--- src/rtl/cpu_pkg.sv ---
// rtl/cpu_pkg.sv - shared op and state encodings for the multiply/divide unit
package cpu_pkg;

    // Operation select driven by uControl
    typedef enum logic [1:0] {
        MD_MULT  = 2'b00,
        MD_MULTU = 2'b01,
        MD_DIV   = 2'b10,
        MD_DIVU  = 2'b11
    } md_op_e;

    // Sequencer states of the iterative unit
    typedef enum logic [1:0] {
        MD_IDLE = 2'b00,
        MD_CALC = 2'b01,
        MD_FIX  = 2'b10,
        MD_DONE = 2'b11
    } md_state_e;

    // True for the two divide encodings
    function automatic logic md_is_div(input md_op_e o);
        return (o == MD_DIV) || (o == MD_DIVU);
    endfunction

    // True for the two signed encodings
    function automatic logic md_is_signed(input md_op_e o);
        return (o == MD_MULT) || (o == MD_DIV);
    endfunction

endpackage

--- src/rtl/md_datapath.sv ---
// rtl/md_datapath.sv - shift-add / restoring shift-subtract working registers
module md_datapath #(
    parameter int WIDTH = 32
) (
    input  logic             clk,
    input  logic             rst_n,
    input  logic             load,
    input  logic             step,
    input  logic             is_div,
    input  logic [WIDTH-1:0] a_abs,
    input  logic [WIDTH-1:0] b_abs,
    input  logic             neg_prod,
    input  logic             neg_quot,
    input  logic             neg_rem,
    output logic [WIDTH-1:0] res_hi,
    output logic [WIDTH-1:0] res_lo
);

    // acc_hi: product upper half / partial remainder
    // acc_lo: multiplier being consumed / dividend shifting out, quotient shifting in
    // m:      multiplicand / divisor
    logic [WIDTH-1:0]   acc_hi_q, acc_hi_d;
    logic [WIDTH-1:0]   acc_lo_q, acc_lo_d;
    logic [WIDTH-1:0]   m_q, m_d;

    logic [WIDTH:0]     mul_sum;
    logic [WIDTH:0]     div_shift;
    logic [WIDTH-1:0]   div_diff;
    logic               div_ge;
    logic [2*WIDTH-1:0] prod;
    logic [2*WIDTH-1:0] prod_fix;

    // Multiply step: add the multiplicand into the upper half when the low multiplier bit is set
    always_comb begin
        mul_sum = {1'b0, acc_hi_q};
        if (acc_lo_q[0]) begin
            mul_sum = {1'b0, acc_hi_q} + {1'b0, m_q};
        end
    end

    // Divide step: the trial remainder carries one extra bit so the compare never wraps;
    // when it succeeds the difference is below the divisor, so WIDTH bits hold it exactly
    assign div_shift = {acc_hi_q, acc_lo_q[WIDTH-1]};
    assign div_ge    = div_shift >= {1'b0, m_q};
    assign div_diff  = div_shift[WIDTH-1:0] - m_q;

    // Next working-register values: capture on load, one bit of progress per step
    always_comb begin
        acc_hi_d = acc_hi_q;
        acc_lo_d = acc_lo_q;
        m_d      = m_q;
        if (load) begin
            acc_hi_d = '0;
            acc_lo_d = is_div ? a_abs : b_abs;
            m_d      = is_div ? b_abs : a_abs;
        end else if (step) begin
            if (is_div) begin
                acc_hi_d = div_ge ? div_diff : div_shift[WIDTH-1:0];
                acc_lo_d = {acc_lo_q[WIDTH-2:0], div_ge};
            end else begin
                acc_hi_d = mul_sum[WIDTH:1];
                acc_lo_d = {mul_sum[0], acc_lo_q[WIDTH-1:1]};
            end
        end
    end

    // Working register state
    always_ff @(posedge clk or negedge rst_n) begin
        if (!rst_n) begin
            acc_hi_q <= '0;
            acc_lo_q <= '0;
            m_q      <= '0;
        end else begin
            acc_hi_q <= acc_hi_d;
            acc_lo_q <= acc_lo_d;
            m_q      <= m_d;
        end
    end

    assign prod     = {acc_hi_q, acc_lo_q};
    assign prod_fix = neg_prod ? (~prod + 1'b1) : prod;

    // Sign-corrected results presented to the HI/LO writeback
    always_comb begin
        if (is_div) begin
            res_lo = neg_quot ? (~acc_lo_q + 1'b1) : acc_lo_q;
            res_hi = neg_rem  ? (~acc_hi_q + 1'b1) : acc_hi_q;
        end else begin
            res_hi = prod_fix[2*WIDTH-1:WIDTH];
            res_lo = prod_fix[WIDTH-1:0];
        end
    end

endmodule

--- src/rtl/mult_div_unit.sv ---
// rtl/mult_div_unit.sv - iterative multiply/divide unit owning the HI/LO pair
module mult_div_unit
    import cpu_pkg::*;
#(
    parameter int WIDTH = 32
) (
    input  logic             clk,
    input  logic             reset,
    input  logic             start,
    input  logic [1:0]       op,
    input  logic [WIDTH-1:0] a,
    input  logic [WIDTH-1:0] b,
    input  logic             cancel,
    input  logic             hi_we,
    input  logic             lo_we,
    input  logic [WIDTH-1:0] wdata,
    output logic             busy,
    output logic             done,
    output logic             div0,
    output logic [WIDTH-1:0] hi,
    output logic [WIDTH-1:0] lo
);

    localparam int CNT_W = $clog2(WIDTH + 1);

    md_state_e        state_q, state_d;
    md_op_e           op_q, op_d;
    logic             sa_q, sa_d;
    logic             sb_q, sb_d;
    logic             div0_q, div0_d;
    logic [CNT_W-1:0] cnt_q, cnt_d;
    logic [WIDTH-1:0] hi_q, hi_d;
    logic [WIDTH-1:0] lo_q, lo_d;

    md_op_e           op_in;
    logic             in_signed;
    logic [WIDTH-1:0] a_abs;
    logic [WIDTH-1:0] b_abs;
    logic             dp_load;
    logic             dp_step;
    logic             neg_prod;
    logic             neg_quot;
    logic             neg_rem;
    logic [WIDTH-1:0] res_hi;
    logic [WIDTH-1:0] res_lo;

    assign op_in     = md_op_e'(op);
    assign in_signed = md_is_signed(op_in);
    assign a_abs     = (in_signed && a[WIDTH-1]) ? (~a + 1'b1) : a;
    assign b_abs     = (in_signed && b[WIDTH-1]) ? (~b + 1'b1) : b;

    // Unsigned ops never have their sign flags set, so these are zero for them
    assign neg_prod = (op_q == MD_MULT) && (sa_q ^ sb_q);
    assign neg_quot = (op_q == MD_DIV)  && (sa_q ^ sb_q);
    assign neg_rem  = (op_q == MD_DIV)  && sa_q;

    md_datapath #(
        .WIDTH (WIDTH)
    ) u_datapath (
        .clk      (clk),
        .rst_n    (reset),
        .load     (dp_load),
        .step     (dp_step),
        .is_div   (md_is_div(op_d)),
        .a_abs    (a_abs),
        .b_abs    (b_abs),
        .neg_prod (neg_prod),
        .neg_quot (neg_quot),
        .neg_rem  (neg_rem),
        .res_hi   (res_hi),
        .res_lo   (res_lo)
    );

    // Sequencer next state, operand capture, HI/LO writeback and cancel override
    always_comb begin
        state_d = state_q;
        op_d    = op_q;
        sa_d    = sa_q;
        sb_d    = sb_q;
        div0_d  = div0_q;
        cnt_d   = cnt_q;
        hi_d    = hi_q;
        lo_d    = lo_q;
        dp_load = 1'b0;
        dp_step = 1'b0;
        case (state_q)
            MD_IDLE: begin
                if (start) begin
                    op_d  = op_in;
                    sa_d  = in_signed & a[WIDTH-1];
                    sb_d  = in_signed & b[WIDTH-1];
                    cnt_d = CNT_W'(WIDTH);
                    if (md_is_div(op_in) && (b == '0)) begin
                        div0_d  = 1'b1;
                        state_d = MD_DONE;
                    end else begin
                        div0_d  = 1'b0;
                        dp_load = 1'b1;
                        state_d = MD_CALC;
                    end
                end else begin
                    if (hi_we) begin
                        hi_d = wdata;
                    end
                    if (lo_we) begin
                        lo_d = wdata;
                    end
                end
            end
            MD_CALC: begin
                dp_step = 1'b1;
                cnt_d   = cnt_q - CNT_W'(1);
                if (cnt_q == CNT_W'(1)) begin
                    state_d = MD_FIX;
                end
            end
            MD_FIX: begin
                // Results land on the edge into DONE so they are visible alongside done
                hi_d    = res_hi;
                lo_d    = res_lo;
                state_d = MD_DONE;
            end
            MD_DONE: begin
                div0_d  = 1'b0;
                state_d = MD_IDLE;
            end
            default: begin
                state_d = MD_IDLE;
            end
        endcase
        // An exception abandons whatever is in flight without touching HI/LO
        if (cancel && (state_q != MD_IDLE)) begin
            state_d = MD_IDLE;
            dp_step = 1'b0;
            div0_d  = 1'b0;
            hi_d    = hi_q;
            lo_d    = lo_q;
        end
    end

    // Sequencer and HI/LO registers
    always_ff @(posedge clk or negedge reset) begin
        if (!reset) begin
            state_q <= MD_IDLE;
            op_q    <= MD_MULT;
            sa_q    <= 1'b0;
            sb_q    <= 1'b0;
            div0_q  <= 1'b0;
            cnt_q   <= '0;
            hi_q    <= '0;
            lo_q    <= '0;
        end else begin
            state_q <= state_d;
            op_q    <= op_d;
            sa_q    <= sa_d;
            sb_q    <= sb_d;
            div0_q  <= div0_d;
            cnt_q   <= cnt_d;
            hi_q    <= hi_d;
            lo_q    <= lo_d;
        end
    end

    assign busy = (state_q != MD_IDLE);
    assign done = (state_q == MD_DONE) && !cancel;
    assign div0 = done && div0_q;
    assign hi   = hi_q;
    assign lo   = lo_q;

endmodule

--- config.mk ---
export PLATFORM = sky130hd
export DESIGN_NAME = mult_div_unit
export DESIGN_NICKNAME = d
export VERILOG_FILES = /design/src/rtl/cpu_pkg.sv /design/src/rtl/md_datapath.sv /design/src/rtl/mult_div_unit.sv
export SDC_FILE = /design/constraint.sdc
export NUM_CORES = 1
export LEC_CHECK = 0
export ABC_AREA = 1
export CORE_AREA = 3 3 241 172
export CTS_CLUSTER_DIAMETER = 120
export DETAILED_ROUTE_END_ITERATION = 8
export DIE_AREA = 0 0 244 175
export HOLD_SLACK_MARGIN = 0.02
export PLACE_DENSITY = 0.79
export REMOVE_ABC_BUFFERS = 1
export SYNTH_ARGS = -nofsm -noshare
export SYNTH_HDL_FRONTEND = slang
export SYNTH_HIERARCHICAL = 1
export SYNTH_SLANG_ARGS = --single-unit
--- constraint.sdc ---
create_clock -name clk -period 2.8 [get_ports clk]
set_input_delay 0.56 -clock clk [delete_from_list [all_inputs] [get_ports clk]]
set_output_delay 0.56 -clock clk [all_outputs]
set_load 0.02 [all_outputs]
# Word-level counts from Yosys, hierarchy flattened
# Index checks and enable logic that the tools add are counted.
# op_classes
addsub,8
n_lt_le_gt_ge,1
eq_ne,15
muxes,41
bitwise_logic,9
n_reduce_logical,28
# ops
operator,count
two-way mux 32 bit,19
adder 32 x 1 -> 32 bit (second input constant),4
NOT 32 bit,4
one-hot mux 32 bit (2 select lines),2
adder 64 x 1 -> 64 bit (second input constant),1
two-way mux 64 bit,1
NOT 64 bit,1
adder 32 x 32 -> 33 bit,1
greater-or-equal comparator 33 x 32 -> 1 bit,1
two-way mux 33 bit,1
zero test 32 bit,1
subtractor 32 bit,1
== test 2 bit (second input constant),7
two-way mux 2 bit,6
one-hot mux 6 bit (2 select lines),1
logical AND 1 bit,9
two-way mux 1 bit,8
!= test 2 bit (second input constant),4
one-hot mux 2 bit (4 select lines),1
AND reduction 2 bit,4
AND reduction 4 bit,2
nonzero test 2 bit,4
== test 6 x 1 -> 1 bit (second input constant),1
zero test 2 bit,3
11 further kinds,15
# totals
ff_bits,173
inputBits,104
output_inout_bits,67
word_cells,113

# Longest topological paths before layout
# Gate-level depths: netlist of the first run.
# logic_depth
ltp_word,7
ltp_mapped,18
depth_no_buf,17

# By module
# The synthesis of the first run kept the hierarchy.
# modules_own_cells
mod,n_inst,cells_per_inst,area_per_inst_um2,seq_area_each_um2
md_datapath,1,2567,14208.6,2402.3
mult_div_unit,1,810,5415.2,1926.8

# Worst setup path before layout of the first run
# No wires, ideal clock.
# synth_path
kind,reg-to-reg
start,register state_q[0]
end,register hi_q[14] (netlist: hi[14])
setup_ps,82
arrival_ps,2549
required_time_ps,2718
path_slack_ps,169
path_stages_with_launch,15
n_path_buf,4
synth_period_minus_slack_ps,2631
path_cell_list,dfrtp_1 -> inv_1 -> ha_1 -> nand2_1 -> inv_1 -> nand2_1 -> o21ai_0 -> buf_2 -> clkbuf_1 -> clkbuf_1 -> clkbuf_1 -> nand2_1 -> nand2_1 -> nand2_1 -> a31oi_1
# synth_between
elab_chain_cells,6
elab_cells_between_ends,15
classes_between,eq/ne: 5; mux: 3; bitwise: 1; reduce/logical: 6
# synth_rtl
element,line_no,source
start: declaration,mult_div_unit.sv:26,"md_state_e state_q, state_d;"
start signal: assignment,mult_div_unit.sv:153,state_q <= state_d;
zero test 2 bit (*),mult_div_unit.sv:86,case (state_q)
two-way mux 2 bit (*),mult_div_unit.sv:86,
== test 2 bit,cpu_pkg.sv:22,return (o == MD_DIV) || (o == MD_DIVU);
logical OR 1 bit (*),cpu_pkg.sv:22,
two-way mux 32 bit (*),md_datapath.sv:85,if (is_div) begin
named net res_hi[14],mult_div_unit.sv:44,logic [WIDTH-1:0] res_hi;
one-hot mux 32 bit (2 select lines) (*),mult_div_unit.sv:86,
end signal: assignment,mult_div_unit.sv:159,hi_q <= hi_d;
end: declaration,mult_div_unit.sv:32,"logic [WIDTH-1:0] hi_q, hi_d;"
# Mark *: on every way through the listed nets, which the timed path passes. The rest lies on a longest branch.
# A chain may end at the register's enable or synchronous reset.

# Final worst setup path of the first run
# layout_path
start,register u_datapath.m_q[12]
end,register u_datapath.acc_hi_q[26]
# layout_between
elab_chain_cells,5
elab_cells_between_ends,8
classes_between,add/sub: 2; order compare: 1; mux: 5
# layout_rtl
element,line_no,source
start: declaration,md_datapath.sv:24,"logic [WIDTH-1:0] m_q, m_d;"
start signal: assignment,md_datapath.sv:76,m_q <= m_d;
adder 32 x 32 -> 33 bit (tied with other cells),md_datapath.sv:37,"mul_sum = {1'b0, acc_hi_q} + {1'b0, m_q};"
two-way mux 33 bit / two-way mux 32 bit (equally long branches),"md_datapath.sv:36, md_datapath.sv:58",
two-way mux 32 bit (*),md_datapath.sv:57,if (is_div) begin
two-way mux 32 bit (*),md_datapath.sv:56,end else if (step) begin
two-way mux 32 bit (*),md_datapath.sv:52,if (load) begin
end signal: assignment,md_datapath.sv:74,acc_hi_q <= acc_hi_d;
end: declaration,md_datapath.sv:22,"logic [WIDTH-1:0] acc_hi_q, acc_hi_d;"
# Mark *: on every way between the ends. The rest lies on a longest branch, timed or not. The select of a mux whose other input is x is not followed.

==> metrics list, run 1 <==
- Cell chain of the critical path: inv_1, ha_1, nand2_1, nor2_2, nand2_1, nor2_1, nand2_1, nand2_2, nor2_8, nand2_8, buf_12, nand3_1, nand2_1, nand3_1, nand2_1
* Clock slew at the register clock pins of the worst setup and hold paths: ~90 ps
- Crit path launch type: flop
* Weighted congestion reported at the end of routability-driven placement: roughly 1.1
* Wire length of the first global-routing pass: roughly 120000 um
* Result of the run: complete, no violations
* Core Footprint: 0.0394 mm^2
- The floorplan step defined a die boundary enclosing approximately 0.043 mm^2.
* Reported max-cap violation count: 0
- Most used DFF post-synth: dfrtp_1
* Worst min-delay path category: in2async
* WHS: 101 ps
- Number of antenna-violating nets in the routed design: 0
- Headroom to the max-slew limit came out at a little under half.
- # IOs: about 170
* Via count: 24140
* Most repeated library cell on the critical path: nand2_1
- The largest individual stage delay along the critical path comes from the cell dfrtp_1.
- Worst setup slack for register-to-register paths: a little over 70 ps
- The number of failing hold endpoints at the final stage is 0.
- Setup repair after global routing left no endpoint under its margin.
- Final net count: roughly 3900
- Yosys mapped a number of flops with a built-in enable equal to 0.
- Fill cell total of the finished layout: 3865
- Num rows: a little over 60
- Pin slew with the least headroom to its limit: just under 800 ps
- The total count of max-transition violations in the final report was 0.
- TritonCTS buffer count: 17
- Worst Setup End Kind: flop
- Summed over all cells, the static leakage comes to approximately 12 nW.
- Crit path max fanout: 6
- Power density over the cells: 1460 mW/mm^2
* Sequential fraction of the synthesis area: ~22%
* Master cell of the clock root buffer: clkbuf_16
* Worst supply voltage drop on vdd: 0.656 mV
* Synth warn: 6
* Initial antenna violation count: 1
- CTS built an H-tree with a depth of 4.
- For the final database, setup skew stands at approximately 18 ps.
* Required time of the worst setup path: 3200 ps
- Ratio of routed vias to standard cells: roughly 5.7
- ANT cells: 0
- The number of different library cells used by synthesis comes to 51.
- Synth async-reset ratio: 100%
- Post-DP HPWL: 67600 um
* Worst path max stage delay: 490 ps
- Ratio of cells with drive above 1 in the final layout: 9.91%
* Starting density of the core: roughly half
- Number of port buffers: 170
* Cell family contributing the most delay on the critical path: simple AND/OR/NAND/NOR gates
* Avg Cell Area, Syn: approximately 5.8 um^2
- In this run the horizontal extent of the chip is around 240 um.
- In the global route stage, overall resource usage came out at between 30% and 40%.
- Commonest cells after routing, fill and taps aside: nand2_1 (1101), inv_1 (411), nor2_1 (405)
- Worst Path Buf+Inv: 2
- Final worst path period need: 2730 ps
- Maximum count of clock buffers along a single path: 2
- Clock sinks: between 150 and 200
- Count of unresolved DRC violations after routing: 0
* Number of synthesized register bits: approximately 170
* Setup-failing EPs final: 0
- TritonCTS built the clock tree.
- Final Routed Wirelength: about 83000 um
- Later-pin clock latency in the skew report: 460 ps
- Detailed-router iteration count before antenna repair: 9
- CP Data Arrival Time: between 3000 and 4000 ps
- Kind of critical path: reg2reg
- Pin count of the biggest net entering global routing: 80
* Tcrit/Tclk final: 97.4%
- Starting DRC count in detailed routing: between 4000 and 5000
- Average wire per cell in the routed design: a little under 20 um
- Leftover overflow at the end of global routing: 0
- DIE HEIGHT: 175 um
- Timing would allow up to about 370 MHz.
- After technology mapping, the gate count stands at about 3400.
- At the end of the flow the core is filled with cells to just over 60%.
* Number of global-route vias before repair: around 21000
* Layout Area Growth over Synthesis: 23.0%
- Summing every instance area after synthesis gives ~0.020 mm^2.
* Commonest non-fill, non-tap cell in the layout: nand2_1
-- registers in the layout, indices dropped and copies added, names as in the netlist, 2 cells and up --
signal / count
hi: 32
lo: 32
u_datapath/acc_hi_q: 32
u_datapath/acc_lo_q: 32
u_datapath/m_q: 32
cnt_q: 6
op_q: 2
state_q: 2
-- path summary, 6_finish.rpt --
kind,start,end,cells past startpoint
setup / recovery,u_datapath/m_q[12]$_DFFE_PN0P_,u_datapath/acc_hi_q[26]$_DFFE_PN0P_,15
hold / removal,reset,hi[31]$_DFFE_PN0P_,1
setup reg to reg,u_datapath/m_q[12]$_DFFE_PN0P_,u_datapath/acc_hi_q[26]$_DFFE_PN0P_,15
hold reg to reg,sb_q$_DFFE_PN0P_,sb_q$_DFFE_PN0P_,2
max in group asynchronous,reset,u_datapath/m_q[26]$_DFFE_PN0P_,2
min in group clk,sb_q$_DFFE_PN0P_,sb_q$_DFFE_PN0P_,2
-- timing repair --
action / CTS / global route
resized for setup: 0 / 6
setup endpoints to repair: 0 / 14
buffers inserted: 0 / 0
hold buffers: 0 / 0
-- power breakdown --
part / total, mW / switching (mW) / internal, mW
clock: 2.44 / 1.24 / 1.20
sequential: 5.21 / 1.42 / 3.78
combinational: 27.7 / 18.1 / 9.55
total: 35.3 / 20.8 / 14.5
-- kinds of logic after synthesis --
kind of cell,after synthesis,share of synthesized area (%)
AOI/OAI and AO/OA,593,16.8
and+or+nand+nor,1845,39.1
adders and majority gates,76,4.92
xor gates and xnor gates,128,5.75
DFF,173,22.1
buffers and inverters,562,11.3
-- metal layers --
metal	vias up	global-route usage [%]	wire length, um
li1	11480	-	-
met1	10881	57.9	36300
met2	1650	48.9	30700
met3	127	14.1	13600
met4	2	8.21	1970
met5	-	0	13
-- layout make-up --
| class | instances | area [um^2] | share of cell area, % |
|---|---|---|---|
| well taps | 535 | 669 | 2.77 |
| repair buffers | 418 | 3790 | 15.7 |
| multi-input cells | 2642 | 13100 | 54.4 |
| inverters | 429 | 1620 | 6.71 |
| clock inverters | 15 | 169 | 0.700 |
| clock buffers | 17 | 425 | 1.76 |
| flip-flops and latches | 173 | 4330 | 17.9 |
-- cell usage after synthesis, types with 31 or more instances --
cell,count,area share (%)
inv_1,412,7.9
xor2_1,113,5.0
o211ai_1,31,1.2
ha_1,74,4.7
nand3_1,191,4.9
nand2_1,1101,21
dfrtp_1,173,22
nand4_1,41,1.3
clkbuf_1,89,1.7
nor2_1,409,7.8
a21oi_1,189,4.8
a31oi_1,65,2.1
o21ai_0,228,5.8
-- worst register-to-register path, cell delays in order, from the launching register on --
cell     delay [ps]
dfrtp_1         490
inv_1           140
ha_1            370
nand2_1         130
nor2_2          150
nand2_1          90
nor2_1          250
nand2_1         160
nand2_2         140
nor2_8           50
nand2_8         110
buf_12          120
nand3_1         210
nand2_1         130
nand3_1          70
nand2_1          70
-- per-stage QoR --
| step | instance area, um^2 | power [mW] | worst slack (ps) | std cells | TNS (ps) |
|---|---|---|---|---|---|
| after global placement | 23500 | 31.3 | -40.3 | 4197 | -228 |
| after global routing | 24100 | 37.7 | 9.94 | 4229 | 0 |
| final | 24100 | 35.3 | 72.5 | 4229 | 0 |
| after CTS | 24100 | 34.0 | 191 | 4229 | 0 |
| after floorplan | 19000 | 19.8 | -18230 | 3244 | -2338310 |
| after detailed placement | 23500 | 31.5 | -136 | 4197 | -3160 |
Note: power is estimated with default switching activity, not from simulation.
==> run 2, diff against run 1 <==
--- a/config.mk
+++ b/config.mk
@@ -6,6 +6,7 @@
 export NUM_CORES = 1
 export LEC_CHECK = 0
 export ABC_AREA = 1
+export ABC_CLOCK_PERIOD_IN_PS = 2800
 export CORE_AREA = 3 3 241 172
 export CTS_CLUSTER_DIAMETER = 120
 export DETAILED_ROUTE_END_ITERATION = 8
==> results of run 2 <==
The final DEF is identical to that of run 1; final timing and power are the same.
